$ cat src/rtl/jtpopeye_sync_if.sv
// Bus between the timing generator (master) and the sync receiver (slave).
// The master drives pixel enable and blanking and observes the sync, position and lock results.
interface jtpopeye_sync_if;
    logic       pxl_cen;
    logic       HB;
    logic       VB;
    logic       HS;
    logic       VS;
    logic [8:0] hcnt;
    logic [8:0] vcnt;
    logic [8:0] h_total;
    logic [8:0] v_total;
    logic       locked;
    logic [7:0] err_cnt;

    modport master (
        output pxl_cen, HB, VB,
        input  HS, VS, hcnt, vcnt, h_total, v_total, locked, err_cnt
    );

    modport slave (
        input  pxl_cen, HB, VB,
        output HS, VS, hcnt, vcnt, h_total, v_total, locked, err_cnt
    );
endinterface

$ cat src/rtl/jtpopeye_sync.sv
// Video timing receiver. It follows HB/VB from the timing generator, rebuilds the pixel and
// line position, measures line and frame length, regenerates HS/VS and reports lock.
// Optional macro JTPOPEYE_SYNC_STATS_EN adds a saturating lock-loss counter on err_cnt;
// without it err_cnt is constant zero.
module jtpopeye_sync #(
    parameter logic [8:0] HS_START    = 9'd16,
    parameter logic [8:0] HS_LEN      = 9'd32,
    parameter logic [8:0] VS_START    = 9'd4,
    parameter logic [8:0] VS_LEN      = 9'd3,
    parameter logic [3:0] LOCK_FRAMES = 4'd2
) (
    input  logic             clk,
    input  logic             rst_n,
    jtpopeye_sync_if.slave   bus
);

    typedef enum logic [1:0] {SEARCH, TRACK, LOCKED} state_t;

    // HS is high while hcnt is in [HS_START, HS_START+HS_LEN); the register changes one tick early.
    localparam logic [8:0] HS_SET = HS_START - 9'd1;
    localparam logic [8:0] HS_CLR = HS_START + HS_LEN - 9'd1;
    localparam logic [8:0] VS_CLR = VS_START + VS_LEN;

    state_t     state, state_nx;
    logic [3:0] good, good_nx;
    logic       hbl, vbl, mismatch;
    logic       hs, hs_nx, vs, vs_nx, locked;
    logic [8:0] hcnt, vcnt, h_total, v_total;
    logic [8:0] hcnt_inc, vcnt_inc;
    logic       hb_rise, frame_start, timeout;

    assign hcnt_inc    = hcnt + 9'd1;
    assign vcnt_inc    = vcnt + 9'd1;
    assign hb_rise     = bus.pxl_cen & bus.HB & ~hbl;
    assign frame_start = hb_rise & bus.VB & ~vbl;
    // Lost HB edges: the tick that would take hcnt to its ceiling. A coincident HB rise wins.
    assign timeout     = bus.pxl_cen & ~hb_rise & (hcnt == 9'd510);

    // Position counters, line/frame measurement and line-length mismatch tracking.
    // NOTE: sequential state uses non-blocking assignments so every register samples pre-edge values.
    always_ff @(posedge clk or negedge rst_n) begin
        if (!rst_n) begin
            hbl      <= 1'b0;
            vbl      <= 1'b0;
            hcnt     <= 9'd0;
            vcnt     <= 9'd0;
            h_total  <= 9'd0;
            v_total  <= 9'd0;
            mismatch <= 1'b0;
        end else if (bus.pxl_cen) begin
            hbl <= bus.HB;
            if (hb_rise) begin
                hcnt    <= 9'd0;
                h_total <= hcnt_inc;
                vbl     <= bus.VB;
                if (frame_start) begin
                    vcnt     <= 9'd0;
                    v_total  <= vcnt_inc;
                    mismatch <= 1'b0;
                end else begin
                    vcnt <= vcnt_inc;
                    if (hcnt_inc != h_total) mismatch <= 1'b1;
                end
            end else if (hcnt != 9'h1ff) begin
                hcnt <= hcnt_inc;
            end
        end
    end

    // Lock FSM decisions plus next HS/VS levels.
    // NOTE: every output of this block gets a default first, so no path can infer a latch.
    always_comb begin
        state_nx = state;
        good_nx  = good;
        hs_nx    = hs;
        vs_nx    = vs;

        if (timeout) begin
            state_nx = SEARCH;
            good_nx  = 4'd0;
        end else if (frame_start) begin
            case (state)
                SEARCH: begin
                    state_nx = TRACK;
                    good_nx  = 4'd0;
                end
                TRACK: begin
                    if (!mismatch && vcnt_inc == v_total) begin
                        good_nx = good + 4'd1;
                        if (good_nx >= LOCK_FRAMES) state_nx = LOCKED;
                    end else begin
                        good_nx = 4'd0;
                    end
                end
                LOCKED: begin
                    if (mismatch) begin
                        state_nx = TRACK;
                        good_nx  = 4'd0;
                    end
                end
                default: state_nx = SEARCH;
            endcase
        end

        if (hb_rise)                                hs_nx = 1'b0;
        else if (bus.pxl_cen && hcnt == HS_SET)     hs_nx = 1'b1;
        else if (bus.pxl_cen && hcnt == HS_CLR)     hs_nx = 1'b0;

        if (frame_start)                            vs_nx = 1'b0;
        else if (hb_rise && vcnt_inc == VS_START)   vs_nx = 1'b1;
        else if (hb_rise && vcnt_inc == VS_CLR)     vs_nx = 1'b0;

        // Syncs are suppressed in SEARCH and cut on the very tick SEARCH is entered.
        if (state_nx == SEARCH) begin
            hs_nx = 1'b0;
            vs_nx = 1'b0;
        end
    end

    // State, good-frame count and sync registers; locked trails the state by one clk.
    always_ff @(posedge clk or negedge rst_n) begin
        if (!rst_n) begin
            state  <= SEARCH;
            good   <= 4'd0;
            hs     <= 1'b0;
            vs     <= 1'b0;
            locked <= 1'b0;
        end else begin
            if (bus.pxl_cen) begin
                state <= state_nx;
                good  <= good_nx;
                hs    <= hs_nx;
                vs    <= vs_nx;
            end
            locked <= (state == LOCKED);
        end
    end

`ifdef JTPOPEYE_SYNC_STATS_EN
    logic [7:0] err_cnt;
    logic       lock_loss;

    assign lock_loss = (state == LOCKED) & (timeout | (frame_start & mismatch));

    // Saturating count of LOCKED exits; only reset clears it.
    always_ff @(posedge clk or negedge rst_n) begin
        if (!rst_n)                             err_cnt <= 8'd0;
        else if (lock_loss && err_cnt != 8'hff) err_cnt <= err_cnt + 8'd1;
    end

    assign bus.err_cnt = err_cnt;
`else
    assign bus.err_cnt = 8'd0;
`endif

    assign bus.HS      = hs;
    assign bus.VS      = vs;
    assign bus.hcnt    = hcnt;
    assign bus.vcnt    = vcnt;
    assign bus.h_total = h_total;
    assign bus.v_total = v_total;
    assign bus.locked  = locked;

endmodule

$ cat src/flat_wrapper.sv
// flat-port wrapper written by rule: the top's interface ports become plain ports
module jtpopeye_sync_flat 
#(
    parameter logic [8:0] HS_START    = 9'd16,
    parameter logic [8:0] HS_LEN      = 9'd32,
    parameter logic [8:0] VS_START    = 9'd4,
    parameter logic [8:0] VS_LEN      = 9'd3,
    parameter logic [3:0] LOCK_FRAMES = 4'd2
)
  (clk, rst_n, bus_pxl_cen, bus_HB, bus_VB, bus_HS, bus_VS, bus_hcnt, bus_vcnt, bus_h_total, bus_v_total, bus_locked, bus_err_cnt);
  jtpopeye_sync_if bus_i ();
  input  logic clk;
  input  logic rst_n;
  input wire logic [$bits(bus_i.pxl_cen)-1:0] bus_pxl_cen;
  input wire logic [$bits(bus_i.HB)-1:0] bus_HB;
  input wire logic [$bits(bus_i.VB)-1:0] bus_VB;
  output wire logic [$bits(bus_i.HS)-1:0] bus_HS;
  output wire logic [$bits(bus_i.VS)-1:0] bus_VS;
  output wire logic [$bits(bus_i.hcnt)-1:0] bus_hcnt;
  output wire logic [$bits(bus_i.vcnt)-1:0] bus_vcnt;
  output wire logic [$bits(bus_i.h_total)-1:0] bus_h_total;
  output wire logic [$bits(bus_i.v_total)-1:0] bus_v_total;
  output wire logic [$bits(bus_i.locked)-1:0] bus_locked;
  output wire logic [$bits(bus_i.err_cnt)-1:0] bus_err_cnt;
  assign bus_i.pxl_cen = bus_pxl_cen;
  assign bus_i.HB = bus_HB;
  assign bus_i.VB = bus_VB;
  assign bus_HS = bus_i.HS;
  assign bus_VS = bus_i.VS;
  assign bus_hcnt = bus_i.hcnt;
  assign bus_vcnt = bus_i.vcnt;
  assign bus_h_total = bus_i.h_total;
  assign bus_v_total = bus_i.v_total;
  assign bus_locked = bus_i.locked;
  assign bus_err_cnt = bus_i.err_cnt;
  jtpopeye_sync #(.HS_START(HS_START), .HS_LEN(HS_LEN), .VS_START(VS_START), .VS_LEN(VS_LEN), .LOCK_FRAMES(LOCK_FRAMES)) u_core (.clk(clk), .rst_n(rst_n), .bus(bus_i));
endmodule
$ cat config.mk
export PLATFORM = sky130hd
export DESIGN_NAME = jtpopeye_sync_flat
export DESIGN_NICKNAME = d
export VERILOG_FILES = /design/src/rtl/jtpopeye_sync_if.sv /design/src/rtl/jtpopeye_sync.sv /design/src/flat_wrapper.sv
export SDC_FILE = /design/constraint.sdc
export NUM_CORES = 1
export LEC_CHECK = 0
export ABC_CLOCK_PERIOD_IN_PS = 2920
export CORE_MARGIN = 3
export CORE_UTILIZATION = 45
export DETAILED_ROUTE_END_ITERATION = 12
export PLACE_DENSITY = 0.8
export SYNTH_ARGS = -nofsm -noshare
export SYNTH_HDL_FRONTEND = slang
export SYNTH_SLANG_ARGS = --single-unit
$ cat constraint.sdc
create_clock -name clk -period 2.92 [get_ports clk]
set_clock_uncertainty 0.1 [all_clocks]
set_input_delay 0.584 -clock clk [delete_from_list [all_inputs] [get_ports clk]]
set_output_delay 0.584 -clock clk [all_outputs]
set_load 0.05 [all_outputs]
[Yosys cells after proc, flatten, opt, wreduce, memory -nomap -nowiden]
Index checks and enable logic that the tools add are counted.
Word-level totals
  memory bits (writable): 0
  memories: 0
  bits in registers: 48
  logic and storage cells: 81
  latch bits: 0
  ROM bits: 0
Operators by class
  order comparisons: 1
  shift operators: 0
  reductions and logical operators: 21
  equality and inequality tests: 11
  $add $sub $neg: 3
  multiply operators: 0
  divide/modulo/power cells: 0
  bitwise logic cells: 9
  multiplexer cells: 24
Operator list (number)
  $mux 9: 3
  $add 9x1->9 const B: 2
  $eq 9x3->1 const B: 2
  $mux 4: 4
  $pmux 4 s3: 1
  $reduce_bool 4->1: 3
  $mux 1: 10
  $mux 2: 5
  $eq 9x4->1 const B: 1
  $eq 9x6->1 const B: 1
  $eq 9x9->1: 1
  $eq 9x9->1 const B: 1
  $ne 9x9->1: 1
  $ne 9x9->1 const B: 1
  $reduce_and 2->1: 4
  $and 1x1->1: 6
  $pmux 2 s3: 1
  $reduce_and 3->1: 2
  $reduce_bool 2->1: 3
  $logic_and 1x1->1: 5
  $add 4x1->4 const B: 1
  $ge 4x2->1 const B: 1
  $logic_not 2->1: 2
  $reduce_and 4->1: 1
  5 further kinds: 7

[Longest topological paths before layout]
Gate-level depths: netlist of the first run.
  depth after elaboration: 10
  mapped depth: 10

[Worst setup path before layout of the first run]
OpenSTA, ideal clock, no wires.
  path type: reg-to-reg
  start: register u_core.vcnt[1], in the netlist u_core.bus.vcnt[1]
  end: register u_core.good[2]
  arrival: 2771 ps
  slack: -15 ps
  stages on the path, launching flop included: 9
  path through: dfrtp_1 -> ha_1 -> buf_4 -> nand2_1 -> o311a_1 -> or4b_1 -> or4_4 -> nor3b_2 -> a21o_1
Between the ends
  longest elaborated chain between the ends: 7
RTL lines
  from (decl): RTL line jtpopeye_sync.sv:28  | logic [8:0] hcnt, vcnt, h_total, v_total;
  from (signal assigned): RTL line jtpopeye_sync.sv:61  | vcnt <= vcnt_inc;
  $add 9x1->9: RTL line jtpopeye_sync.sv:33  | assign vcnt_inc = vcnt + 9'd1;
  $eq 9x9->1: RTL line jtpopeye_sync.sv:88  | if (!mismatch && vcnt_inc == v_total) begin
  $logic_and 1x1->1: RTL line jtpopeye_sync.sv:88
  $mux 4: RTL line jtpopeye_sync.sv:88
  $pmux 4 s3: RTL line jtpopeye_sync.sv:82  | case (state)
  $mux 4: RTL line jtpopeye_sync.sv:81  | end else if (frame_start) begin
  $mux 4: RTL line jtpopeye_sync.sv:78  | if (timeout) begin
  to (signal assigned): RTL line jtpopeye_sync.sv:131  | good <= good_nx;
  to (decl): RTL line jtpopeye_sync.sv:25  | logic [3:0] good, good_nx;
No other way between the ends. The select of a mux whose other input is x is not followed.
A chain may end at the register's enable or synchronous reset.

[Worst setup path after layout of the first run]
  start: register u_core.vcnt[2], in the netlist u_core.bus.vcnt[2]
  end: register u_core.vs, in the netlist u_core.bus.VS
Between the ends
  longest elaborated chain between the ends: 10
  elaborated cells on any way between the ends: 17
  those cells by class: add/sub (1); eq/ne (3); mux (7); reduce/logical (6)
RTL lines
  $add 9x1->9 (*): RTL line jtpopeye_sync.sv:33
  $eq 9x9->1: RTL line jtpopeye_sync.sv:88
  $logic_and 1x1->1: RTL line jtpopeye_sync.sv:88
  $mux 2: RTL line jtpopeye_sync.sv:88
  $pmux 2 s3: RTL line jtpopeye_sync.sv:82
  $mux 2: RTL line jtpopeye_sync.sv:81
  $mux 2: RTL line jtpopeye_sync.sv:78
  $logic_not 2->1: RTL line jtpopeye_sync.sv:114  | if (state_nx == SEARCH) begin
  $reduce_bool 4->1 (no source line)
  $reduce_and 2->1 (no source line)
  to (signal assigned): RTL line jtpopeye_sync.sv:133  | vs <= vs_nx;
  to (decl): RTL line jtpopeye_sync.sv:27  | logic hs, hs_nx, vs, vs_nx, locked;
Mark *: on every way between the ends. The rest lies on a longest branch, timed or not.

==> results of run 1 <==
## per-stage QoR
stage / util / hold WS, ns / area, um^2 / total power, W
global route: 0.5658 / 0.2189 / 3613 / 0.003075
floorplan: - / 0.1884 / 3010 / 0.001984
finish: 0.5658 / 0.1843 / 3613 / 0.002893
global placement: 0.5490 / 0.3805 / 3506 / 0.002397
CTS: 0.5658 / 0.1962 / 3613 / 0.002921
detailed placement: 0.5490 / 0.3892 / 3506 / 0.002421
## sequential cells by signal, indices dropped and copies added, names as in the netlist
name                cells
u_core.bus.h_total      9
u_core.bus.vcnt         9
u_core.bus.hcnt         9
u_core.bus.VS           1
u_core.vbl              1
u_core.hbl              1
u_core.bus.v_total      9
u_core.mismatch         1
u_core.state            2
u_core.bus.HS           1
u_core.good             4
u_core.bus.locked       1
## worst max-delay path: cells and delay by family (launching register included)
family | cells | cell delay, ns
AOI/OAI and AO/OA | 3 | 0.52
buffers and inverters | 1 | 0.22
DFF | 1 | 0.49
and+or+nand+nor | 4 | 1.23
## kinds of logic after synthesis
family | after synthesis
DFF | 48
other | 1
adders and majority gates | 11
xor gates and xnor gates | 35
muxes | 1
buffers and inverters | 36
and+or+nand+nor | 144
AOI/OAI and AO/OA | 70
## layout by cell type, fill, tap and decap left out, types with 4 or more instances in the layout
cell type / instances
xnor2_1: 23
nand2b_1: 6
o31ai_1: 4
nand3b_1: 4
buf_4: 14
clkbuf_8: 5
nand3_1: 12
dfrtp_1: 47
nor2_1: 27
nand2_1: 56
a21oi_1: 6
conb_1: 8
nor3_1: 11
o21ai_0: 35
ha_1: 11
xor2_1: 12
nand4_1: 5
nor2b_1: 6
inv_1: 9
clkdlybuf4s50_1: 42
## worst max path at each step
stage                                end  slack, ns  cells after the start
after floorplan           u_core.good[2]       0.04                      8
after global placement    u_core.good[2]       0.21                      8
after detailed placement  u_core.good[2]       0.11                      8
after CTS                  u_core.bus.VS       0.28                      8
after global routing       u_core.bus.VS      0.007                      8
final                      u_core.bus.VS       0.27                      8
## cell type report
cell class | count | area [um^2] | area share
tap | 77 | 96.34 | 0.02666
multi-input combinational | 269 | 1623 | 0.4491
sequential | 48 | 1202 | 0.3328
timing repair buffer | 58 | 550.5 | 0.1524
inverter | 9 | 33.78 | 0.009349
clock inverter | 2 | 35.03 | 0.009695
clock buffer | 6 | 72.57 | 0.02008
## routing by layer
| layer | track usage | share of wire | routed length (um) |
|---|---|---|---|
| met5 | 0 | 0 | 0 |
| met4 | 0.06695 | 0.021 | 142 |
| met3 | 0.03784 | 0.056 | 385 |
| met2 | 0.3199 | 0.50 | 3422 |
| met1 | 0.2573 | 0.43 | 2922 |
## power by group through the flow
stage,registers (W),clock network (W),logic [W]
detailed placement,0.00101,0,0.00141
floorplan,0.00140,0,0.000583
finish,0.000999,0.000486,0.00141
CTS,0.000998,0.000501,0.00142
global route,0.00103,0.000519,0.00153
global placement,0.00100,0,0.00139
==> results.yml, run 1 <==
setup_path:
  reg2reg_depth: 8
  r2r_setup_slack_ns: 0.27
  end_kind: "register"
  crit_chain: "nand3_1, buf_4, o22ai_1, o21ai_0, or4_1, nor3_1, nor3_1, a211oi_1"
  critPathKind: "register to register"
  slowest_delay_ns: 0.57
  required_ns: 3.03
  critPathLaunch: "u_core.bus.vcnt[2]"
  reg2reg_from: "u_core.bus.vcnt[2]"
  cp_common_cell: "nor3_1"
  crit_slowest_cell: "or4_1"
  arrival_ns: 2.76
  r2r-end: "u_core.bus.VS"
  startpoint_type: "register"
  critPathMaxFanout: 9
finish:
  drive_above_1_share: 0.07908
  fillerInstances: 575
  area_growth_pct: 21.14
  antenna_cells: 0
  instances_no_fill: 469
  layout.nets: 407
cts:
  postCtsHoldBufs: 0
  clock_path_buffers: 2
  cts_setup_buffers: 0
  clk_latency_ns: 0.31
  path_clk_slew_ns: 0.09
  cts_root_buf: "clkbuf_8"
  cts-resized-gates: 0
  cts_sinks: 48
  cts_tree: "built"
  htreeDepth: 2
  cts_buffers: 5
synth:
  ys_types: 49
  synth_compound_area_frac: 0.1472
  synth_area_mm2: 0.002983
  yosysTopAreaCellShare: 0.4027
  synth.avg_cell_area_um2: 8.621
  synth_edf_count: 0
  synth_top_family_by_area: "simple AND/OR/NAND/NOR gates"
  synth_most_common_cell: "nand2_1"
  syn_inst: 346
  synth-xor-area-share: 0.1028
  synth_fa_ha_area_frac: 0.04614
  synthMuxAreaShare: 0.003775
  ys_ff_latch: 48
  synth_ff_type: "dfrtp_1"
  netlist_top_cells_count: "nand2_1 (56), dfrtp_1 (48), o21ai_0 (35)"
  yosysSeqAreaShare: 0.4027
  yosysTopAreaCell: "dfrtp_1"
  synthTopCellsByArea: "dfrtp_1 (40%), nand2_1 (7.0%), xnor2_1 (6.8%)"
  async_flop_share: 1.000
  ys_warn_count: 0
  yosys.area_share.simple: 0.2341
route:
  wl_mm: 6.871
  viasPerCell: 5.501
  routedWlPerCell_um: 14.65
  antenna_left: 0
  drtIter0Drc: 167
  drcViolationCount: 0
  first_pass_iters: 5
  vias: 2580
pwr:
  p_sw_w: 0.001304
  power.density_mw_per_mm2: 800.7
  combinationalPowerShare: 0.487
  internal_power_w: 0.001590
  vdd_drop_max_mv: 0.6409
  pwr-share-clk: 0.168
  pwr-share-seq: 0.345
  swShare: 0.4506
  p_leak_nw: 1.508
global_route:
  grt_start_max_net_pins: 27
  grt_pass1_wl_mm: 11.74
  antenna_found_initial: 0
  grt_pass1_vias: 2424
  grt-ovfl-total: 0
  track_usage: 0.1953
floorplanning:
  rows: 29
  core_area_mm2: 0.006386
  start_util: 0.4671
  die_x_um: 87.42
  die_h_um: 87.42
  floorplan.die_area_mm2: 0.007641
  ioPinCount: 52
placement:
  pre_cts_slack_ns: 0.1080
  dpl.hpwl_mm: 5.106
  dp_cells: 461
  gp_congestion: 0.9034
  numPortBuffers: 43
outcome:
  status: "completed"
timing:
  setup_tns_ns: 0
  hold_violations: 0
  period_share: 0.9076
  final-setup-viol-count: 0
  setup_slack_ns: 0.2698
  rsz0062_at_grt: "no"
  slew_headroom: 0.5884
  tightestPinTransition_ns: 0.6174
  slew_viol_final: 0
  fmax_mhz: 377.3
  fin_crit_ns: 2.650
run:
  max_cap_violations: 0
worst_hold_path:
  hold_class: "input pin to asynchronous set/reset pin"
Power figures use the tool's default switching activity.
==> run 2: changes to the inputs <==
--- a/config.mk
+++ b/config.mk
@@ -10,6 +10,7 @@
 export CORE_UTILIZATION = 45
 export DETAILED_ROUTE_END_ITERATION = 12
 export PLACE_DENSITY = 0.8
+export REMOVE_ABC_BUFFERS = 1
 export SYNTH_ARGS = -nofsm -noshare
 export SYNTH_HDL_FRONTEND = slang
 export SYNTH_SLANG_ARGS = --single-unit
==> results.yml, run 2 (same netlist as run 1, synthesis figures left out) <==
timing:
  rsz0062_at_grt: "no"
  slew_viol_final: 0
  hold_violations: 0
  slew_headroom: 0.6474
  period_share: 0.9357
  tightestPinTransition_ns: 0.5273
  setup_slack_ns: 0.1877
  fmax_mhz: 366.0
  final-setup-viol-count: 0
  fin_crit_ns: 2.732
route:
  first_pass_iters: 4
  antenna_left: 0
  routedWlPerCell_um: 14.82
  viasPerCell: 5.425
  drtIter0Drc: 248
  drcViolationCount: 0
  vias: 2528
  wl_mm: 6.906
global_route:
  grt_pass1_vias: 2417
  grt-ovfl-total: 0
  grt_start_max_net_pins: 33
  grt_pass1_wl_mm: 11.63
  track_usage: 0.1888
  antenna_found_initial: 0
finish:
  fin_area_mm2: 0.003588
  antenna_cells: 0
  layout.nets: 406
  area_growth_pct: 20.30
  drive_above_1_share: 0.07455
  fillerInstances: 565
  layout_common_cells: "nand2_1 (56), dfrtp_1 (48), clkdlybuf4s50_1 (42), o21ai_0 (35), nor2_1 (27)"
  final_common_cell: "nand2_1"
floorplanning:
  rows: 29
  floorplan.die_area_mm2: 0.007641
  start_util: 0.4671
  die_x_um: 87.42
  ioPinCount: 52
  die_h_um: 87.42
  core_area_mm2: 0.006386
cts:
  path_clk_slew_ns: 0.09
  clk_latency_ns: 0.30
  cts-resized-gates: 0
  htreeDepth: 2
  cts_setup_buffers: 0
  postCtsHoldBufs: 0
  cts_root_buf: "clkbuf_8"
  clock_path_buffers: 2
  cts_sinks: 48
  cts_tree: "built"
  cts_buffers: 5
setup_path:
  slowest_delay_ns: 0.52
  r2r-end: "u_core.good[2]"
  startpoint_type: "register"
  critPathMaxFanout: 9
  critPathKind: "register to register"
  crit_slowest_cell: "dfrtp_1"
  required_ns: 3.06
  reg2reg_from: "u_core.bus.vcnt[0]"
  arrival_ns: 2.87
  cp_top_family: "simple AND/OR/NAND/NOR gates"
  worst-path-buf-inv: 0
  crit_chain: "ha_1, nand2_1, o311a_1, or4b_1, or4_4, o22ai_1, a21o_1"
  r2r_setup_slack_ns: 0.19
  end_kind: "register"
  critPathLaunch: "u_core.bus.vcnt[0]"
  reg2reg_depth: 7
placement:
  numPortBuffers: 43
  pre_cts_slack_ns: 0.1710
  gp_congestion: 0.8619
  dpl.hpwl_mm: 5.064
  place_area_mm2: 0.003485
worst_hold_path:
  hold_class: "input pin to asynchronous set/reset pin"
pwr:
  power.total_w: 0.002849
  p_leak_nw: 1.495
  power.density_mw_per_mm2: 793.8
  vdd_drop_max_mv: 0.5812
run:
  max_cap_violations: 0
outcome:
  status: "completed"
## run 2: how the worst max path moves through the flow
stage                           endpoint  slack, ns  depth (start not counted)
after floorplan           u_core.good[2]      -0.16                          7
after global placement    u_core.good[2]       0.20                          8
after global routing      u_core.good[2]      0.005                          8
final                     u_core.good[2]       0.19                          7
after CTS                 u_core.good[2]       0.22                          7
after detailed placement  u_core.good[2]       0.17                          8
## run 2: final cells by class
| cell class | instances | area (um^2) | area share |
|---|---|---|---|
| inverters | 9 | 33.78 | 0.009414 |
| multi-input cells | 269 | 1628 | 0.4536 |
| clock buffers | 5 | 68.82 | 0.01918 |
| repair buffers | 57 | 530.5 | 0.1478 |
| clock inverters | 1 | 30.03 | 0.008368 |
| well taps | 77 | 96.34 | 0.02685 |
| flip-flops and latches | 48 | 1201 | 0.3347 |
## run 2: power breakdown
group | switching (W) | internal, W | leakage (nW) | total [W]
Sequential | 0.000207 | 0.000801 | 0.627 | 0.00101
Combinational | 0.000865 | 0.000516 | 0.818 | 0.00138
Clock | 0.000214 | 0.000246 | 0.0501 | 0.000460
## run 2: through the flow
stage / TNS (ns) / hold slack [ns] / util / instances
3_5_place_dp: 0 / 0.4032 / 0.5457 / 460
2_1_floorplan: -0.3857 / 0.1884 / - / 326
6_report: 0 / 0.09368 / 0.5619 / 466
3_3_place_gp: 0 / 0.3948 / 0.5457 / 460
5_1_grt: 0 / 0.1047 / 0.5619 / 466
4_1_cts: 0 / 0.1005 / 0.5611 / 466
## run 2: metal layers
| layer | GRT usage | vias to the layer above | wire length (um) | share of wire |
|---|---|---|---|---|
| li1 | - | 1258 | - | - |
| met1 | 0.2615 | 1190 | 3223 | 0.47 |
| met2 | 0.3000 | 67 | 3259 | 0.47 |
| met3 | 0.02365 | 13 | 259 | 0.038 |
| met4 | 0.07392 | 0 | 165 | 0.024 |
| met5 | 0 | - | 0 | 0 |
